### src/rtl/telemetry_rx_if.sv
// Signal bundle between the telemetry serial line and its decoded register view.
// The receiver uses the slave modport; a bench or upstream model uses master.
interface telemetry_rx_if;
  logic        RX;
  logic [11:0] batt;
  logic [11:0] curr;
  logic [11:0] torque;
  logic        frame_vld;
  logic        frm_err;
  logic [2:0]  byte_cnt;
  logic [1:0]  uart_state;
  logic [1:0]  frm_state;

  // frame_vld and frm_err are single-cycle strobes with no ready/backpressure:
  // batt/curr/torque are valid from the frame_vld cycle until the next frame_vld.
  modport master (
    output RX,
    input  batt, curr, torque, frame_vld, frm_err, byte_cnt, uart_state, frm_state
  );

  modport slave (
    input  RX,
    output batt, curr, torque, frame_vld, frm_err, byte_cnt, uart_state, frm_state
  );
endinterface

### src/rtl/telemetry_rx.sv
// 8N1 UART receiver plus framer for the eBike 8-byte telemetry packet
// (AA 55 bH bL cH cL tH tL), publishing 12-bit readings atomically.
module telemetry_rx #(
  parameter int unsigned BAUD_DIV = 434
) (
  input logic           clk,
  input logic           rst_n,
  telemetry_rx_if.slave bus
);

  localparam logic [1:0] U_IDLE  = 2'd0;
  localparam logic [1:0] U_START = 2'd1;
  localparam logic [1:0] U_DATA  = 2'd2;
  localparam logic [1:0] U_STOP  = 2'd3;

  localparam logic [1:0] F_HDR1    = 2'd0;
  localparam logic [1:0] F_HDR2    = 2'd1;
  localparam logic [1:0] F_PAYLOAD = 2'd2;

  localparam logic [11:0] FULL_BIT = 12'(BAUD_DIV);
  localparam logic [11:0] HALF_BIT = 12'(BAUD_DIV / 2);

  // Synchroniser presets to idle-high so reset never fakes a start edge.
  logic rx_meta_q, rx_sync_q, rx_prev_q;
  logic rx_fall;

  always_ff @(posedge clk or negedge rst_n) begin
    if (!rst_n) begin
      rx_meta_q <= 1'b1;
      rx_sync_q <= 1'b1;
      rx_prev_q <= 1'b1;
    end else begin
      rx_meta_q <= bus.RX;
      rx_sync_q <= rx_meta_q;
      rx_prev_q <= rx_sync_q;
    end
  end

  assign rx_fall = rx_prev_q & ~rx_sync_q;

  logic [1:0]  u_state_q, u_state_d;
  logic [11:0] cnt_q, cnt_d;
  logic [2:0]  bit_idx_q, bit_idx_d;
  logic [7:0]  shreg_q, shreg_d;
  logic        brk_q, brk_d;
  logic        byte_rdy_q, byte_rdy_d;
  logic [7:0]  byte_q, byte_d;
  logic        uart_err_q, uart_err_d;
  logic        tick;

  assign tick = (cnt_q == 12'd1);

  always_comb begin
    u_state_d  = u_state_q;
    cnt_d      = cnt_q;
    bit_idx_d  = bit_idx_q;
    shreg_d    = shreg_q;
    brk_d      = brk_q;
    byte_rdy_d = 1'b0;
    byte_d     = byte_q;
    uart_err_d = 1'b0;
    case (u_state_q)
      U_IDLE: begin
        if (rx_fall) begin
          cnt_d     = HALF_BIT;
          u_state_d = U_START;
        end
      end
      U_START: begin
        if (tick) begin
          if (rx_sync_q) begin
            u_state_d = U_IDLE;
          end else begin
            cnt_d     = FULL_BIT;
            bit_idx_d = 3'd0;
            u_state_d = U_DATA;
          end
        end else begin
          cnt_d = cnt_q - 12'd1;
        end
      end
      U_DATA: begin
        if (tick) begin
          shreg_d   = {rx_sync_q, shreg_q[7:1]};
          cnt_d     = FULL_BIT;
          bit_idx_d = bit_idx_q + 3'd1;
          if (bit_idx_q == 3'd7) u_state_d = U_STOP;
        end else begin
          cnt_d = cnt_q - 12'd1;
        end
      end
      default: begin
        // After a low stop bit, wait out the break so it cannot look like a start.
        if (brk_q) begin
          if (rx_sync_q) begin
            brk_d     = 1'b0;
            u_state_d = U_IDLE;
          end
        end else if (tick) begin
          if (rx_sync_q) begin
            byte_rdy_d = 1'b1;
            byte_d     = shreg_q;
            u_state_d  = U_IDLE;
          end else begin
            uart_err_d = 1'b1;
            brk_d      = 1'b1;
          end
        end else begin
          cnt_d = cnt_q - 12'd1;
        end
      end
    endcase
  end

  always_ff @(posedge clk or negedge rst_n) begin
    if (!rst_n) begin
      u_state_q  <= U_IDLE;
      cnt_q      <= 12'd0;
      bit_idx_q  <= 3'd0;
      shreg_q    <= 8'd0;
      brk_q      <= 1'b0;
      byte_rdy_q <= 1'b0;
      byte_q     <= 8'd0;
      uart_err_q <= 1'b0;
    end else begin
      u_state_q  <= u_state_d;
      cnt_q      <= cnt_d;
      bit_idx_q  <= bit_idx_d;
      shreg_q    <= shreg_d;
      brk_q      <= brk_d;
      byte_rdy_q <= byte_rdy_d;
      byte_q     <= byte_d;
      uart_err_q <= uart_err_d;
    end
  end

  logic [1:0]  f_state_q, f_state_d;
  logic [2:0]  bcnt_q, bcnt_d;
  logic [11:0] sh_batt_q, sh_batt_d;
  logic [11:0] sh_curr_q, sh_curr_d;
  logic [3:0]  sh_tq_hi_q, sh_tq_hi_d;
  logic [11:0] batt_q, batt_d;
  logic [11:0] curr_q, curr_d;
  logic [11:0] torque_q, torque_d;
  logic        frame_vld_q, frame_vld_d;
  logic        frm_err_q, frm_err_d;

  always_comb begin
    f_state_d   = f_state_q;
    bcnt_d      = bcnt_q;
    sh_batt_d   = sh_batt_q;
    sh_curr_d   = sh_curr_q;
    sh_tq_hi_d  = sh_tq_hi_q;
    batt_d      = batt_q;
    curr_d      = curr_q;
    torque_d    = torque_q;
    frame_vld_d = 1'b0;
    frm_err_d   = 1'b0;
    if (uart_err_q) begin
      frm_err_d = 1'b1;
      f_state_d = F_HDR1;
      bcnt_d    = 3'd0;
    end else if (byte_rdy_q) begin
      case (f_state_q)
        F_HDR1: begin
          if (byte_q == 8'hAA) f_state_d = F_HDR2;
        end
        F_HDR2: begin
          if (byte_q == 8'h55) begin
            f_state_d = F_PAYLOAD;
            bcnt_d    = 3'd0;
          end else if (byte_q != 8'hAA) begin
            frm_err_d = 1'b1;
            f_state_d = F_HDR1;
          end
        end
        F_PAYLOAD: begin
          // Even payload indices carry a high nibble whose pad must be zero.
          if (!bcnt_q[0] && (byte_q[7:4] != 4'h0)) begin
            frm_err_d = 1'b1;
            f_state_d = F_HDR1;
            bcnt_d    = 3'd0;
          end else if (bcnt_q == 3'd5) begin
            batt_d      = sh_batt_q;
            curr_d      = sh_curr_q;
            torque_d    = {sh_tq_hi_q, byte_q};
            frame_vld_d = 1'b1;
            f_state_d   = F_HDR1;
            bcnt_d      = 3'd0;
          end else begin
            case (bcnt_q)
              3'd0:    sh_batt_d[11:8] = byte_q[3:0];
              3'd1:    sh_batt_d[7:0]  = byte_q;
              3'd2:    sh_curr_d[11:8] = byte_q[3:0];
              3'd3:    sh_curr_d[7:0]  = byte_q;
              default: sh_tq_hi_d      = byte_q[3:0];
            endcase
            bcnt_d = bcnt_q + 3'd1;
          end
        end
        default: begin
          f_state_d = F_HDR1;
          bcnt_d    = 3'd0;
        end
      endcase
    end
  end

  always_ff @(posedge clk or negedge rst_n) begin
    if (!rst_n) begin
      f_state_q   <= F_HDR1;
      bcnt_q      <= 3'd0;
      sh_batt_q   <= 12'd0;
      sh_curr_q   <= 12'd0;
      sh_tq_hi_q  <= 4'd0;
      batt_q      <= 12'd0;
      curr_q      <= 12'd0;
      torque_q    <= 12'd0;
      frame_vld_q <= 1'b0;
      frm_err_q   <= 1'b0;
    end else begin
      f_state_q   <= f_state_d;
      bcnt_q      <= bcnt_d;
      sh_batt_q   <= sh_batt_d;
      sh_curr_q   <= sh_curr_d;
      sh_tq_hi_q  <= sh_tq_hi_d;
      batt_q      <= batt_d;
      curr_q      <= curr_d;
      torque_q    <= torque_d;
      frame_vld_q <= frame_vld_d;
      frm_err_q   <= frm_err_d;
    end
  end

  assign bus.batt       = batt_q;
  assign bus.curr       = curr_q;
  assign bus.torque     = torque_q;
  assign bus.frame_vld  = frame_vld_q;
  assign bus.frm_err    = frm_err_q;
  assign bus.byte_cnt   = bcnt_q;
  assign bus.uart_state = u_state_q;
  assign bus.frm_state  = f_state_q;

endmodule

### src/flat_wrapper.sv
// flat-port wrapper written by rule: the top's interface ports become plain ports
module telemetry_rx_flat 
#(
  parameter int unsigned BAUD_DIV = 434
)
  (clk, rst_n, bus_RX, bus_batt, bus_curr, bus_torque, bus_frame_vld, bus_frm_err, bus_byte_cnt, bus_uart_state, bus_frm_state);
  telemetry_rx_if bus_i ();
  input logic clk;
  input logic rst_n;
  input wire logic [$bits(bus_i.RX)-1:0] bus_RX;
  output wire logic [$bits(bus_i.batt)-1:0] bus_batt;
  output wire logic [$bits(bus_i.curr)-1:0] bus_curr;
  output wire logic [$bits(bus_i.torque)-1:0] bus_torque;
  output wire logic [$bits(bus_i.frame_vld)-1:0] bus_frame_vld;
  output wire logic [$bits(bus_i.frm_err)-1:0] bus_frm_err;
  output wire logic [$bits(bus_i.byte_cnt)-1:0] bus_byte_cnt;
  output wire logic [$bits(bus_i.uart_state)-1:0] bus_uart_state;
  output wire logic [$bits(bus_i.frm_state)-1:0] bus_frm_state;
  assign bus_i.RX = bus_RX;
  assign bus_batt = bus_i.batt;
  assign bus_curr = bus_i.curr;
  assign bus_torque = bus_i.torque;
  assign bus_frame_vld = bus_i.frame_vld;
  assign bus_frm_err = bus_i.frm_err;
  assign bus_byte_cnt = bus_i.byte_cnt;
  assign bus_uart_state = bus_i.uart_state;
  assign bus_frm_state = bus_i.frm_state;
  telemetry_rx #(.BAUD_DIV(BAUD_DIV)) u_core (.clk(clk), .rst_n(rst_n), .bus(bus_i));
endmodule
### config.mk
export PLATFORM = sky130hd
export DESIGN_NAME = telemetry_rx_flat
export DESIGN_NICKNAME = d
export VERILOG_FILES = /design/src/rtl/telemetry_rx_if.sv /design/src/rtl/telemetry_rx.sv /design/src/flat_wrapper.sv
export SDC_FILE = /design/constraint.sdc
export NUM_CORES = 1
export LEC_CHECK = 0
export CAP_MARGIN = 20
export CORE_ASPECT_RATIO = 1.4
export CORE_UTILIZATION = 35
export DETAILED_ROUTE_END_ITERATION = 16
export HOLD_SLACK_MARGIN = 0.1
export SLEW_MARGIN = 20
export SYNTH_ARGS = -nofsm -noshare
export SYNTH_HDL_FRONTEND = slang
export SYNTH_SLANG_ARGS = --single-unit
### constraint.sdc
create_clock -name clk -period 2.6 [get_ports clk]
set_input_delay 0.26 -clock clk [delete_from_list [all_inputs] [get_ports clk]]
set_output_delay 0.26 -clock clk [all_outputs]
set_load 0.1 [all_outputs]
==> results.txt, run 1 <==
* Slew at the pin closest to its max-slew limit: 0.780 ns
- After detailed routing, the number of remaining DRC violations is 0.
- Number of buffers added by the clock tree synthesis step: 9
- Among all flip-flop cells after synthesis, the most frequent one is dfrtp_1.
* Slack of the worst reg-to-reg path: 0.26 ns
- Standard-cell row count: 51
* Most used cells in the layout excluding fill and tap cells: dfrtp_1, mux2_2, buf_4
- Run status: finished clean
- The clock arrives with 0.00862 ns of skew.
- Tcrit/Tclk final: 89.8%
* Sequential cell area fraction in the yosys report: 54.2%
- Fraction of synthesis flops using an asynchronous set or reset pin: 100%
* RSZ-0062 raised after global routing: false
- Summing over every cut layer, the via total after detailed routing is 3429.
* DRT Pass-1 Iters: 4
- Number of vias per cell after detailed routing: 5.37
* Switching share of total power: 36.6%
- Routed WL: 10.8 mm
* Antenna violations before repair: 0
* Area growth syn-to-layout: 18.7%
- The tightest min-delay check is of the in2reg type.
* Achievable frequency: 428 MHz
* Fraction of layout cells with a size suffix above 1: 37.0%
* Diode insertion count for antenna repair: 0
* Critical path start-end classification: reg2reg
- Count of cells along the worst register-to-register path: 4
- For this design the total switching power over the nets is 1.72 mW.
- Global routing finished with a remaining overflow of 0.
- Fillcell total: 1325
* Cell count after synthesis: 392
- Crit path required time: 2.87 ns
- Global placement routability congestion: 0.902
* Shortest clock period the worst path allows after layout: 2.34 ns
- At the later pin of the worst-skew pair, clock insertion delay measures 0.35 ns.
* Hold EP: u_core.rx_meta_q
* Number of sinks driven by the clock tree: 110
- In this run the deepest clock path goes through 2 buffers.
* TritonCTS clock tree: done
* Final layout net count: 464
* Width of the die: 104 um
* Final-report hold violation count: 0
* First-pass GRT wire length: 18.6 mm
- The number of different library cells used by synthesis comes to 66.
- Critical-path cell list: nor4bb_1 > a21boi_1 > or4_1 > a21oi_1
- For this configuration, the core starts out at a cell density of 36.2%.
- In this run the count of I/O pins placed on the die edge is 48.
- Leaving out fill and tap cells, the most frequent cell in the layout is dfrtp_1.
* Number of enable flip-flop cells after synthesis: 0
- Dividing the detail-routed wire length by the instance count gives 17.0 um.
- Power density over the cells: 779 nW/um2
* Hold wc startpoint: bus_RX
- Static Leakage: 2.92 nW
- Vertical die dimension: 145 um
- Post-DP HPWL: 7.85 mm
* Total routing usage reported by global routing: 15.6%
* Startpoint of the most critical register-to-register path: u_core.byte_q[6]
- The H-tree was split into 3 levels.
* Pint: 2.98 mW
- Along the worst hold path, the cell count comes to 1.
* FF-to-FF End: u_core.bus.byte_cnt[2]
- The cell area that synthesis handed to floorplanning was 5090 um2.
- During synthesis, Yosys emitted a total of 0 warnings.
- In this run the tightest slew margin relative to its limit is 47.3%.
- The floorplan step defined a die boundary enclosing 15000 um2.
* Combinational share of power: 28.2%
- The number of global-route vias before repair came to 3668.
* Clock transition at the registers of the reported paths: 0.08 ns
* Clock tree root buffer cell: clkbuf_16
- Max-capacitance violation count: 0
- Maximum VDD drop: 0.000500 V
- Port buffering added 47 buffers.
- Total chip power: 4.70 mW
- The number of slew-limit violations in the final report was 0.
* Register bit count reported by yosys: 110
* Cell with the largest stage delay on the worst path: nor4bb_1
- STA puts the critical path data arrival time at 2.61 ns.
- STA classifies the critical path startpoint as a flip-flop.
- The first routing iteration left 191 violations.
- The floorplan step defined a core boundary enclosing 14000 um2.
- In this run the worst path has a maximum fanout of 10.
- Relative contribution of the clock network to total power: 29.6%
- The number of buffers and inverters on the critical path is 0.
* CP peak stage delay: 0.64 ns
- Number of endpoints failing setup at the final stage: 0
- Entering global routing, the biggest net connects 46 pins.
- The number of nets handed over by synthesis was 407.
* Type of element capturing the critical path: flip-flop
* Synthesized area divided by synthesized cell count: 13.0 um2
- The cell family contributing the most delay on the critical path is simple AND/OR/NAND/NOR gates.
- In the final timing run, aggregate negative setup slack is 0 ns.
- Sequential cell fraction of total power: 42.2%
- Post-CTS Setup Bufs: 0
* Post-DRT Antenna Nets: 0
-- cell type report --
type                            count  area [um2]  share of cell area (%)
Sequential cell                   110        2760                    45.7
Multi-Input combinational cell    249        2180                    36.1
Timing Repair Buffer               62         495                    8.20
Tap cell                          185         231                    3.83
Clock buffer                        9         225                    3.73
Clock inverter                      7        83.8                    1.39
Inverter                           17        63.8                    1.06
-- cell usage after synthesis (all sizes together), types with 2 or more instances --
cell / n / area [um2]
or4b: 2 / 20.0
a21boi: 4 / 30.0
nor4: 5 / 58.8
mux2i: 2 / 20.0
or3: 4 / 25.0
a41oi: 2 / 17.5
o22ai: 3 / 18.8
nand4b: 2 / 17.5
nor3b: 2 / 15.0
inv: 17 / 63.8
nand3: 6 / 35.0
nor4b: 2 / 23.8
or4: 6 / 48.8
or2: 4 / 25.0
o31ai: 9 / 67.6
a22o: 5 / 43.8
nor4bb: 2 / 20.0
nor2: 8 / 30.0
nand2b: 3 / 18.8
a21oi: 12 / 60.1
mux2: 81 / 942
o21ai: 16 / 80.1
nand2: 11 / 43.8
o211ai: 3 / 22.5
dfrtp: 107 / 2680
clkbuf: 7 / 37.5
ha: 12 / 150
a31oi: 3 / 18.8
nand4: 4 / 25.0
buf: 9 / 57.6
o41ai: 4 / 42.6
nor2b: 2 / 12.5
and2: 3 / 18.8
nor3: 7 / 51.3
o311ai: 3 / 26.3
a22oi: 2 / 15.0
nand3b: 2 / 15.0
and3: 2 / 12.5
dfstp: 3 / 78.8
-- registers in the layout, indices dropped and copies added, names as in the netlist --
register / count
u_core.bus.batt: 12
u_core.bus.curr: 12
u_core.bus.torque: 12
u_core.cnt_q: 12
u_core.sh_batt_q: 12
u_core.sh_curr_q: 12
u_core.byte_q: 8
u_core.shreg_q: 8
u_core.sh_tq_hi_q: 4
u_core.bit_idx_q: 3
u_core.bus.byte_cnt: 3
u_core.bus.frm_state: 2
u_core.bus.uart_state: 2
u_core.brk_q: 1
u_core.bus.frame_vld: 1
u_core.bus.frm_err: 1
u_core.byte_rdy_q: 1
u_core.rx_meta_q: 1
u_core.rx_prev_q: 1
u_core.rx_sync_q: 1
u_core.uart_err_q: 1
-- per-stage QoR --
stage                     utilization, %  instances  hold slack, ns  setup slack, ns  area, um2
after CTS                           43.0        639           0.313            0.248       6040
after detailed placement            40.8        622           0.297            0.277       5720
after global routing                43.0        639           0.318            0.117       6040
after floorplan                        -        392         -0.0356          0.00746       5090
final                               43.0        639           0.318            0.265       6040
after global placement              40.8        622           0.289            0.332       5720
-- repair_timing --
item	CTS	global route
gates resized for setup	0	0
endpoints found under the hold margin	42	0
hold buffers	1	0
-- layer usage --
metal | routed length (um) | GRT usage (%)
met5 | 0 | 0
met1 | 4520 | 18.3
met2 | 5680 | 28.4
met4 | 248 | 6.54
met3 | 392 | 2.73
-- cells by family after synthesis --
logic type	count (synthesis)	synth area share (%)
AO/OA/AOI/OAI	75	10.4
flip-flops	110	54.2
adder cells (fa/ha/maj)	12	2.95
multiplexers	83	18.9
AND/OR/NAND/NOR	79	10.5
buffers and inverters	33	3.12
-- power by group through the flow --
stage	clock network, mW	registers (mW)	logic (mW)
finish	1.39	1.99	1.33
CTS	1.44	1.98	1.32
global route	1.50	2.01	1.46
global placement	0	2.01	1.32
detailed placement	0	2.01	1.32
floorplan	0	2.06	0.924
-- how the worst max path moves through the flow --
stage                                         from                      to  slack, ns  depth (start not counted)
after floorplan             u_core.bus.byte_cnt[0]      u_core.bus.batt[0]      0.007                          5
final                             u_core.byte_q[6]  u_core.bus.byte_cnt[2]       0.26                          4
after detailed placement          u_core.byte_q[6]  u_core.bus.byte_cnt[2]       0.28                          4
after global placement            u_core.byte_q[6]  u_core.bus.byte_cnt[2]       0.33                          4
after global routing      u_core.bus.uart_state[1]         u_core.cnt_q[3]       0.12                          5
after CTS                         u_core.byte_q[6]  u_core.bus.byte_cnt[2]       0.25                          4
No activity file was read; power rests on OpenSTA's default activity.
==> inputs of run 2 (changes only) <==
- MAX_ROUTING_LAYER: not set -> met4
==> results.txt, run 2 (synthesis results as in run 1) <==
- Startpoint Class: flip-flop
- The clock passes through at most 2 buffers.
- Max-capacitance violation count: 0
- The critical path is of the reg2reg type.
- Crit path arrival time: 2.59 ns
* Max-slew violations: 0
* First DRT Iteration DRCs: 140
- In this run the critical register-to-register path is launched from u_core.byte_q[6].
* Type of element capturing the critical path: flip-flop
- The analysis attributes to cell leakage a power of 2.92 nW.
- The finished cells cover 6050 um2.
* Run status: finished clean
* Fraction of layout cells with a size suffix above 1: 37.3%
* Power density over the cells: 780 nW/um2
* WP depth: 4
* Vertical die dimension: 145 um
- Most used cells in the layout excluding fill and tap cells: dfrtp_1, mux2_2, buf_4
- Total overflow reported by the global router: 0
- Number of buffers added by the clock tree synthesis step: 9
* Achievable frequency: 429 MHz
* Antenna violations before repair: 0
* Total negative setup slack: 0 ns
* Diode insertion count for antenna repair: 0
- Placement Cell Area: 5720 um2
- DRT Pass-1 Iters: 4
- Count of cells along the worst register-to-register path: 4
* Cell with the largest stage delay on the worst path: nor4bb_1
- Critical-path cell list: nor4bb_1 > a21boi_1 > or4_1 > a21oi_1
* CP peak stage delay: 0.64 ns
- Entering global routing, the biggest net connects 53 pins.
* Area of the core region: 14000 um2
* Via count of the first global-routing pass: 3566
- For the worst-skew pair, the clock arrives at the later sink with an insertion delay of 0.35 ns.
- The first global-routing pass estimated 18.7 mm of wire.
- Once the floorplan was initialized, standard cells occupied 36.2% of the core.
* Tcrit/Tclk final: 89.6%
* FF-to-FF End: u_core.bus.byte_cnt[2]
* Detail-routed net length per standard cell: 17.3 um
- Final Instance Count excl. Fillers: 641
- Post-DRT Antenna Nets: 0
- TritonCTS clock tree: done
* Number of vias per cell after detailed routing: 5.30
* Die area: 15000 um2
* Worst clock skew on the final layout: 0.0114 ns
* Critical Path Sink: u_core.bus.byte_cnt[2]
- Port buffering added 47 buffers.
- Fillcell total: 1317
* Number of sinks driven by the clock tree: 110
- Start point of the critical path: u_core.byte_q[6]
- The die is 104 um wide.
- Number of endpoints failing setup at the final stage: 0
- The worst path needs 2.33 ns of the cycle, external delays included.
- H-tree depth: 3
* RSZ-0062 raised after global routing: false
* Post-CTS Setup Bufs: 0
* Routed vias: 3400
- For this run, the post-layout net count is 466.
* Standard-cell row count: 51
- From synthesis to final layout, the design area changed by 18.8%.
* Placed insts: 624
- Kind of cell adding the most delay to the critical path: simple AND/OR/NAND/NOR gates
* Slack of the worst reg-to-reg path: 0.27 ns
- For this run, design rule violations remaining after detail routing come to 0.
* Routed WL: 11.1 mm
- Buffers inserted to repair hold after CTS numbered 1.
* Most common library cell in the layout ignoring fill and taps: dfrtp_1
- Gates resized during post-CTS repair numbered 0.
- At the placement stage, the worst setup path has a slack of 0.313 ns.
- Final-report hold violation count: 0
- The min-delay analysis places its worst path in the category in2reg.
- Across every metal layer, demand over resource in global routing totals 16.4%.
* Clock tree root buffer cell: clkbuf_16
- After legalization and detailed placement, the total HPWL measured 8.04 mm.
- At the end of routability-driven placement, the weighted congestion stood at 0.873.
- After layout, the worst setup slack is 0.271 ns.
- Data on the critical path is required at its endpoint by 2.86 ns.
- The worst pin sits at a relative slew slack of 48.2%.
- Maximum fanout along the worst path: 10
* I/O pin count: 48
- After clock tree synthesis, the clock-pin slew on the worst setup and hold paths is 0.08 ns.
- Worst Path Buf+Inv: 0
- VDD sags by at most 0.000469 V.
* Slew at the pin closest to its max-slew limit: 0.767 ns
run 2: changes by cell type in the layout (fill, tap and decap cells not counted), sizes merged:
cell | before | now
inv | 22 | 20
buf | 60 | 62
clkinvlp | 0 | 1
clkinv | 2 | 3
run 2: how the worst min path moves through the flow:
stage	cells after the start	from	end	slack, ns
after detailed placement	1	rst_n	u_core.sh_curr_q[3]	0.34
after global placement	1	rst_n	u_core.sh_curr_q[3]	0.33
after CTS	1	bus_RX	u_core.rx_meta_q	0.33
final	1	bus_RX	u_core.rx_meta_q	0.33
after global routing	1	bus_RX	u_core.rx_meta_q	0.34
after floorplan	0	rst_n	u_core.bit_idx_q[0]	-0.04
run 2: routing by layer:
metal / GRT usage, % / wire length [um] / vias up
li1: - / - / 1589
met1: 18.6 / 4570 / 1718
met2: 28.6 / 5860 / 73
met3: 2.87 / 343 / 20
met4: 7.52 / 283 / 0
met5: - / 0 / -
run 2: metrics by stage:
stage / utilization (%) / hold slack [ns] / total power [mW]
finish: 43.1 / 0.332 / 4.72
global route: 43.1 / 0.342 / 5.00
CTS: 43.1 / 0.330 / 4.76
detailed placement: 40.8 / 0.341 / 3.35
global placement: 40.8 / 0.330 / 3.36
floorplan: - / -0.0356 / 2.98
run 2: worst register-to-register path: stages (launching register included):
cell and delay (ns):
dfrtp_1 0.49, nor4bb_1 0.64, a21boi_1 0.36, or4_1 0.60, a21oi_1 0.16
run 2: area by class of cell:
cell class	count	area (um2)	share of cell area, %
clock buffer	9	225	3.72
clock inverter	7	87.6	1.45
inverter	17	63.8	1.06
multi-input combinational	249	2180	36.1
sequential	110	2760	45.6
tap	185	231	3.83
timing repair buffer	64	498	8.24
run 2: report_power, final:
group / switching, mW / internal (mW) / total, mW / leakage, nW
logic: 0.876 / 0.477 / 1.35 / 1.27
registers: 0.163 / 1.82 / 1.98 / 1.51
clock network: 0.688 / 0.692 / 1.38 / 0.148
total: 1.73 / 2.99 / 4.72 / 2.92
